===== config.mk =====
export PLATFORM = sky130hd
export DESIGN_NAME = uart_tx_arbiter
export DESIGN_NICKNAME = d
export VERILOG_FILES = /design/src/rtl/uart_tx_arbiter.sv
export SDC_FILE = /design/constraint.sdc
export NUM_CORES = 1
export LEC_CHECK = 0
export CORE_UTILIZATION = 37
export DETAILED_ROUTE_END_ITERATION = 7
export HOLD_SLACK_MARGIN = 0.1
export PLACE_DENSITY = 0.74
export SYNTH_ARGS = -nofsm -noshare
export SYNTH_HDL_FRONTEND = slang
export SYNTH_SLANG_ARGS = --single-unit

===== constraint.sdc =====
create_clock -name i_clk -period 2 [get_ports i_clk]
set_clock_uncertainty 0.15 [all_clocks]
set_input_delay 0.3 -clock i_clk [delete_from_list [all_inputs] [get_ports i_clk]]
set_output_delay 0.3 -clock i_clk [all_outputs]
set_load 0.05 [all_outputs]

===== src/rtl/uart_tx_arbiter.sv =====
// Round-robin, packet-granular arbiter sharing one UART TX FIFO write port among NUM_REQ byte streams.
// Optional per-requester byte counters are built when UART_ARB_STATS_EN is defined.
module uart_tx_arbiter #(
  parameter int NUM_REQ    = 4,
  parameter int DATA_WIDTH = 8,
  parameter int MAX_BURST  = 16
) (
  input  logic                          i_clk,
  input  logic                          i_rst,
  input  logic [NUM_REQ-1:0]            i_req_valid,
  input  logic [NUM_REQ*DATA_WIDTH-1:0] i_req_data,
  input  logic [NUM_REQ-1:0]            i_req_last,
  output logic [NUM_REQ-1:0]            o_req_ready,
  output logic                          o_tx_wr,
  output logic [DATA_WIDTH-1:0]         o_tx_data,
  input  logic                          i_tx_full,
  output logic [NUM_REQ-1:0]            o_grant,
  output logic                          o_burst_cut
`ifdef UART_ARB_STATS_EN
  ,
  input  logic                          i_stats_clr,
  output logic [NUM_REQ*16-1:0]         o_byte_cnt
`endif
);

  localparam int IW = (NUM_REQ > 1) ? $clog2(NUM_REQ) : 1;
  localparam logic [0:0] S_IDLE = 1'b0;
  localparam logic [0:0] S_BUSY = 1'b1;
  localparam logic [7:0] LIMIT  = 8'(MAX_BURST - 1);

  logic [0:0]         state_q, state_d;
  logic [NUM_REQ-1:0] grant_q, grant_d;
  logic [IW-1:0]      owner_q, owner_d;
  logic [IW-1:0]      rr_ptr_q, rr_ptr_d;
  logic [7:0]         burst_cnt_q, burst_cnt_d;
  logic               burst_cut_q, burst_cut_d;

  logic [2*NUM_REQ-1:0]  dbl;
  logic [NUM_REQ-1:0]    rot;
  logic [IW:0]           sum;
  logic [IW-1:0]         win;
  logic                  found;
  logic                  busy, valid_g, last_g, accept, at_limit;
  logic [DATA_WIDTH-1:0] sel_data;

  // Rotate valids so bit 0 is rr_ptr; the first set bit is the winner.
  always_comb begin
    dbl   = {i_req_valid, i_req_valid} >> rr_ptr_q;
    rot   = dbl[NUM_REQ-1:0];
    found = 1'b0;
    win   = rr_ptr_q;
    sum   = '0;
    for (int i = 0; i < NUM_REQ; i++) begin
      if (!found && rot[i]) begin
        found = 1'b1;
        sum   = {1'b0, rr_ptr_q} + (IW+1)'(i);
        if (sum >= (IW+1)'(NUM_REQ)) sum = sum - (IW+1)'(NUM_REQ);
        win   = sum[IW-1:0];
      end
    end
  end

  always_comb begin
    sel_data = '0;
    for (int i = 0; i < NUM_REQ; i++)
      if (grant_q[i]) sel_data = sel_data | i_req_data[i*DATA_WIDTH +: DATA_WIDTH];
  end

  assign busy     = (state_q == S_BUSY) && !i_rst;
  assign valid_g  = |(i_req_valid & grant_q);
  assign last_g   = |(i_req_last & grant_q);
  assign accept   = busy && valid_g && !i_tx_full;
  assign at_limit = (burst_cnt_q == LIMIT);

  assign o_req_ready = (busy && !i_tx_full) ? grant_q : '0;
  assign o_tx_wr     = accept;
  assign o_tx_data   = accept ? sel_data : '0;
  assign o_grant     = grant_q;
  assign o_burst_cut = burst_cut_q;

  always_comb begin
    state_d     = state_q;
    grant_d     = grant_q;
    owner_d     = owner_q;
    rr_ptr_d    = rr_ptr_q;
    burst_cnt_d = burst_cnt_q;
    burst_cut_d = 1'b0;
    case (state_q)
      S_IDLE: begin
        if (found) begin
          state_d     = S_BUSY;
          owner_d     = win;
          grant_d     = {{(NUM_REQ-1){1'b0}}, 1'b1} << win;
          burst_cnt_d = '0;
        end
      end
      default: begin
        if (accept) begin
          if (last_g || at_limit) begin
            state_d     = S_IDLE;
            grant_d     = '0;
            rr_ptr_d    = (owner_q == IW'(NUM_REQ-1)) ? '0 : owner_q + 1'b1;
            burst_cnt_d = '0;
            // A packet ending exactly at the limit is a normal release, not a cut.
            burst_cut_d = !last_g;
          end else begin
            burst_cnt_d = burst_cnt_q + 8'd1;
          end
        end
      end
    endcase
  end

  always_ff @(posedge i_clk or posedge i_rst) begin
    if (i_rst) begin
      state_q     <= S_IDLE;
      grant_q     <= '0;
      owner_q     <= '0;
      rr_ptr_q    <= '0;
      burst_cnt_q <= '0;
      burst_cut_q <= 1'b0;
    end else begin
      state_q     <= state_d;
      grant_q     <= grant_d;
      owner_q     <= owner_d;
      rr_ptr_q    <= rr_ptr_d;
      burst_cnt_q <= burst_cnt_d;
      burst_cut_q <= burst_cut_d;
    end
  end

`ifdef UART_ARB_STATS_EN
  logic [NUM_REQ-1:0][15:0] cnt_q, cnt_d;

  always_comb begin
    for (int i = 0; i < NUM_REQ; i++) begin
      cnt_d[i] = cnt_q[i];
      if (i_stats_clr)
        cnt_d[i] = '0;
      else if (accept && grant_q[i] && cnt_q[i] != 16'hFFFF)
        cnt_d[i] = cnt_q[i] + 16'd1;
    end
  end

  always_ff @(posedge i_clk or posedge i_rst) begin
    if (i_rst) cnt_q <= '0;
    else       cnt_q <= cnt_d;
  end

  assign o_byte_cnt = cnt_q;
`endif

endmodule


==> results_dict.tcl <==
set metrics [dict create \
    syn_to_final_growth_pct 80.1 \
    grt_pass1_wl_mm 6.48 \
    final_hold_viol_count 0 \
    crit_fanout 6 \
    slew-limit-headroom_pct 67.1 \
    setup_viol 8 \
    vias 1512 \
    cts-buffers-inserted 3 \
    ant_nets 0 \
    place_hpwl_mm 3.35 \
    syn-num-nets 189 \
    synth_simple_gate_area_share_pct 23.8 \
    core_sq_um 3390 \
    finalWeightedCongestion 0.833 \
    synth-edff-count 0 \
    ioPinCount 61 \
    grt_max_degree 19 \
    initial_core_util_pct 39.2 \
    cp_data_required_time_ns 1.55 \
    power_density_nw_per_um2 904 \
    clock.fmax_mhz 488 \
    drt-total-wl_mm 4.36 \
    synth_warnings 0 \
    antenna_found_initial 0 \
    clk_pin_slew_ns 0.10 \
    htreeDepth 1 \
    crit_arrival_ns 1.60 \
    clkLatencyLatePin_ns 0.29 \
    cp-end-kind "output port" \
    synth_compound_area_share_pct 32.1 \
    rows 21 \
    ys_seq_area_share_pct 33.9 \
    ir_drop_uv 553 \
    p_leak_uw 0.000959 \
    tightest_slew_ns 0.492 \
    ys.flop_type "dfrtp_1" \
    dp.cells 265 \
    clockBufferDepth 2 \
    drc 0 \
    crit_type "reg2out" \
    grt_overflow 0 \
    total_power_uw 2160 \
    holdCritPathClass "in2async" \
    period_share_pct 102 \
    final_util_pct 70.5 \
    pre_cts_ws_ns -0.154 \
    clock_sinks 18 \
    synthDistinctLibCells 40 \
    synth_fa_ha_area_share_pct 1.89 \
    syn_area_per_cell_sq_um 9.22 \
    cap_violations 0 \
    cts-root-buf "clkbuf_4" \
    die_w_microns 61.9 \
    synth_mux_area_share_pct 2.26 \
    seq_area_sq_um 455 \
    synth_top_family_by_area "compound AO/OA/AOI/OAI gates" \
    cts_hold_buf 0 \
    layout_min_cycle_time_ns 2.05 \
    netlist_area_sq_um 1330 \
    violations "setup timing" \
    vias_per_cell 5.48 \
    grt_setup_unrepaired "true" \
    fin_ws_ns -0.0496 \
    post_drt_wl_per_cell_microns 15.8 \
    port-buffer-count 60 \
    antenna_cells 0 \
    layout_commonest_cell "clkdlybuf4s50_1" \
    drive_gt1_share_pct 34.3 \
    first_global_vias 1422 \
    synth_xor_area_share_pct 0 \
    stdcell_count 276 \
    status "complete, but fails checks" \
    slew_viol_final 0 \
    grt_usage_pct 23.3 \
    dieArea_sq_um 3830 \
    layout.nets 276 \
    crit_path_start_kind "flip-flop" \
    ys_ff_latch 18 \
    drt-initial-drc-count 75 \
    multiInputGateArea_sq_um 903 \
    cts_tree "done" \
    netlist_instances 144 \
    synth-async-reset-ratio_pct 100 \
    fill_cells 242 \
    die_h_microns 61.9 \
    final_cell_mix "clkdlybuf4s50_1, buf_4, a22oi_1" \
    drt_first_pass_iters 4 \
]
## worst max-delay path, cell delays in order, from the launching register on
cell     delay [ns]
dfrtp_2        0.44
a22o_4         0.27
o21ai_4        0.21
buf_8          0.18
a21oi_4        0.04
buf_6          0.16
## per-layer routing
layer,up-vias,wire (microns),GRT usage (%)
li1,729,-,-
met1,717,1710,26.3
met2,62,2210,44.9
met3,4,389,3.52
met4,0,50,6.67
met5,-,0,0
## timing repair
item / CTS / global route
endpoints found under the hold margin: 0 / 0
endpoints found under the setup margin: 9 / 13
pin swaps: 3 / 3
resized for setup: 18 / 4
buffers inserted: 5 / 2
## final timing paths
check / from / to / slack, ns / cells past startpoint
max: o_grant[1]$_DFFE_PP0P_ / o_tx_data[2] / -0.05 / 5
min: i_rst / o_burst_cut$_DFF_PP0_ / 0.26 / 3
max reg2reg: burst_cnt_q[1]$_DFFE_PP0P_ / rr_ptr_q[1]$_DFFE_PP0P_ / 0.10 / 5
min reg2reg: owner_q[1]$_DFFE_PP0P_ / owner_q[1]$_DFFE_PP0P_ / 0.38 / 2
max in group asynchronous: i_rst / o_grant[3]$_DFFE_PP0P_ / 1.23 / 3
min in group i_clk: owner_q[1]$_DFFE_PP0P_ / owner_q[1]$_DFFE_PP0P_ / 0.38 / 2
## registers in the layout, indices dropped and copies added (netlist names)
signal,flops
burst_cnt_q,8
o_burst_cut,1
o_grant,4
state_q,1
rr_ptr_q,2
owner_q,2
## cells by family after synthesis
logic type | after synthesis
AOI/OAI and AO/OA | 57
and+or+nand+nor | 49
buffers and inverters | 16
muxes | 2
adders and majority gates | 2
DFF | 18
## Yosys cell counts (all sizes together) (3+ instances only)
master / n / share of area, %
a21oi: 17 / 7.3
a22o: 3 / 2.0
a22oi: 16 / 9.0
and2: 4 / 1.9
and3: 3 / 1.8
buf: 4 / 2.4
clkbuf: 4 / 1.1
dfrtp: 18 / 34
inv: 8 / 2.5
nand2: 12 / 3.4
nand3: 6 / 2.3
nor2: 7 / 2.0
nor3b: 3 / 2.1
nor4: 4 / 3.3
o21ai: 7 / 3.5
o32ai: 4 / 2.6
## through the flow
step                hold slack (ns)  TNS [ns]  cell area [sq um]
floorplan                    0.0883         0               1430
global placement              0.330     -1.50               2230
detailed placement            0.359     -2.26               2230
CTS                           0.224    -0.490               2360
global route                  0.265    -0.952               2390
finish                        0.263    -0.292               2390
## power by group
group	switching (uW)	leakage [uW]	internal [uW]	total (uW)
logic	741	0.000712	595	1340
registers	131	0.000226	472	603
clock network	110	0.0000210	111	221
## area by class of cell
cell class / count / area share (%)
inverters: 8 / 1.57
clock buffers: 4 / 1.52
well taps: 46 / 2.41
multi-input cells: 110 / 37.8
repair buffers: 90 / 37.7
flip-flops and latches: 18 / 19.0
(Power assumes the default switching activity.)
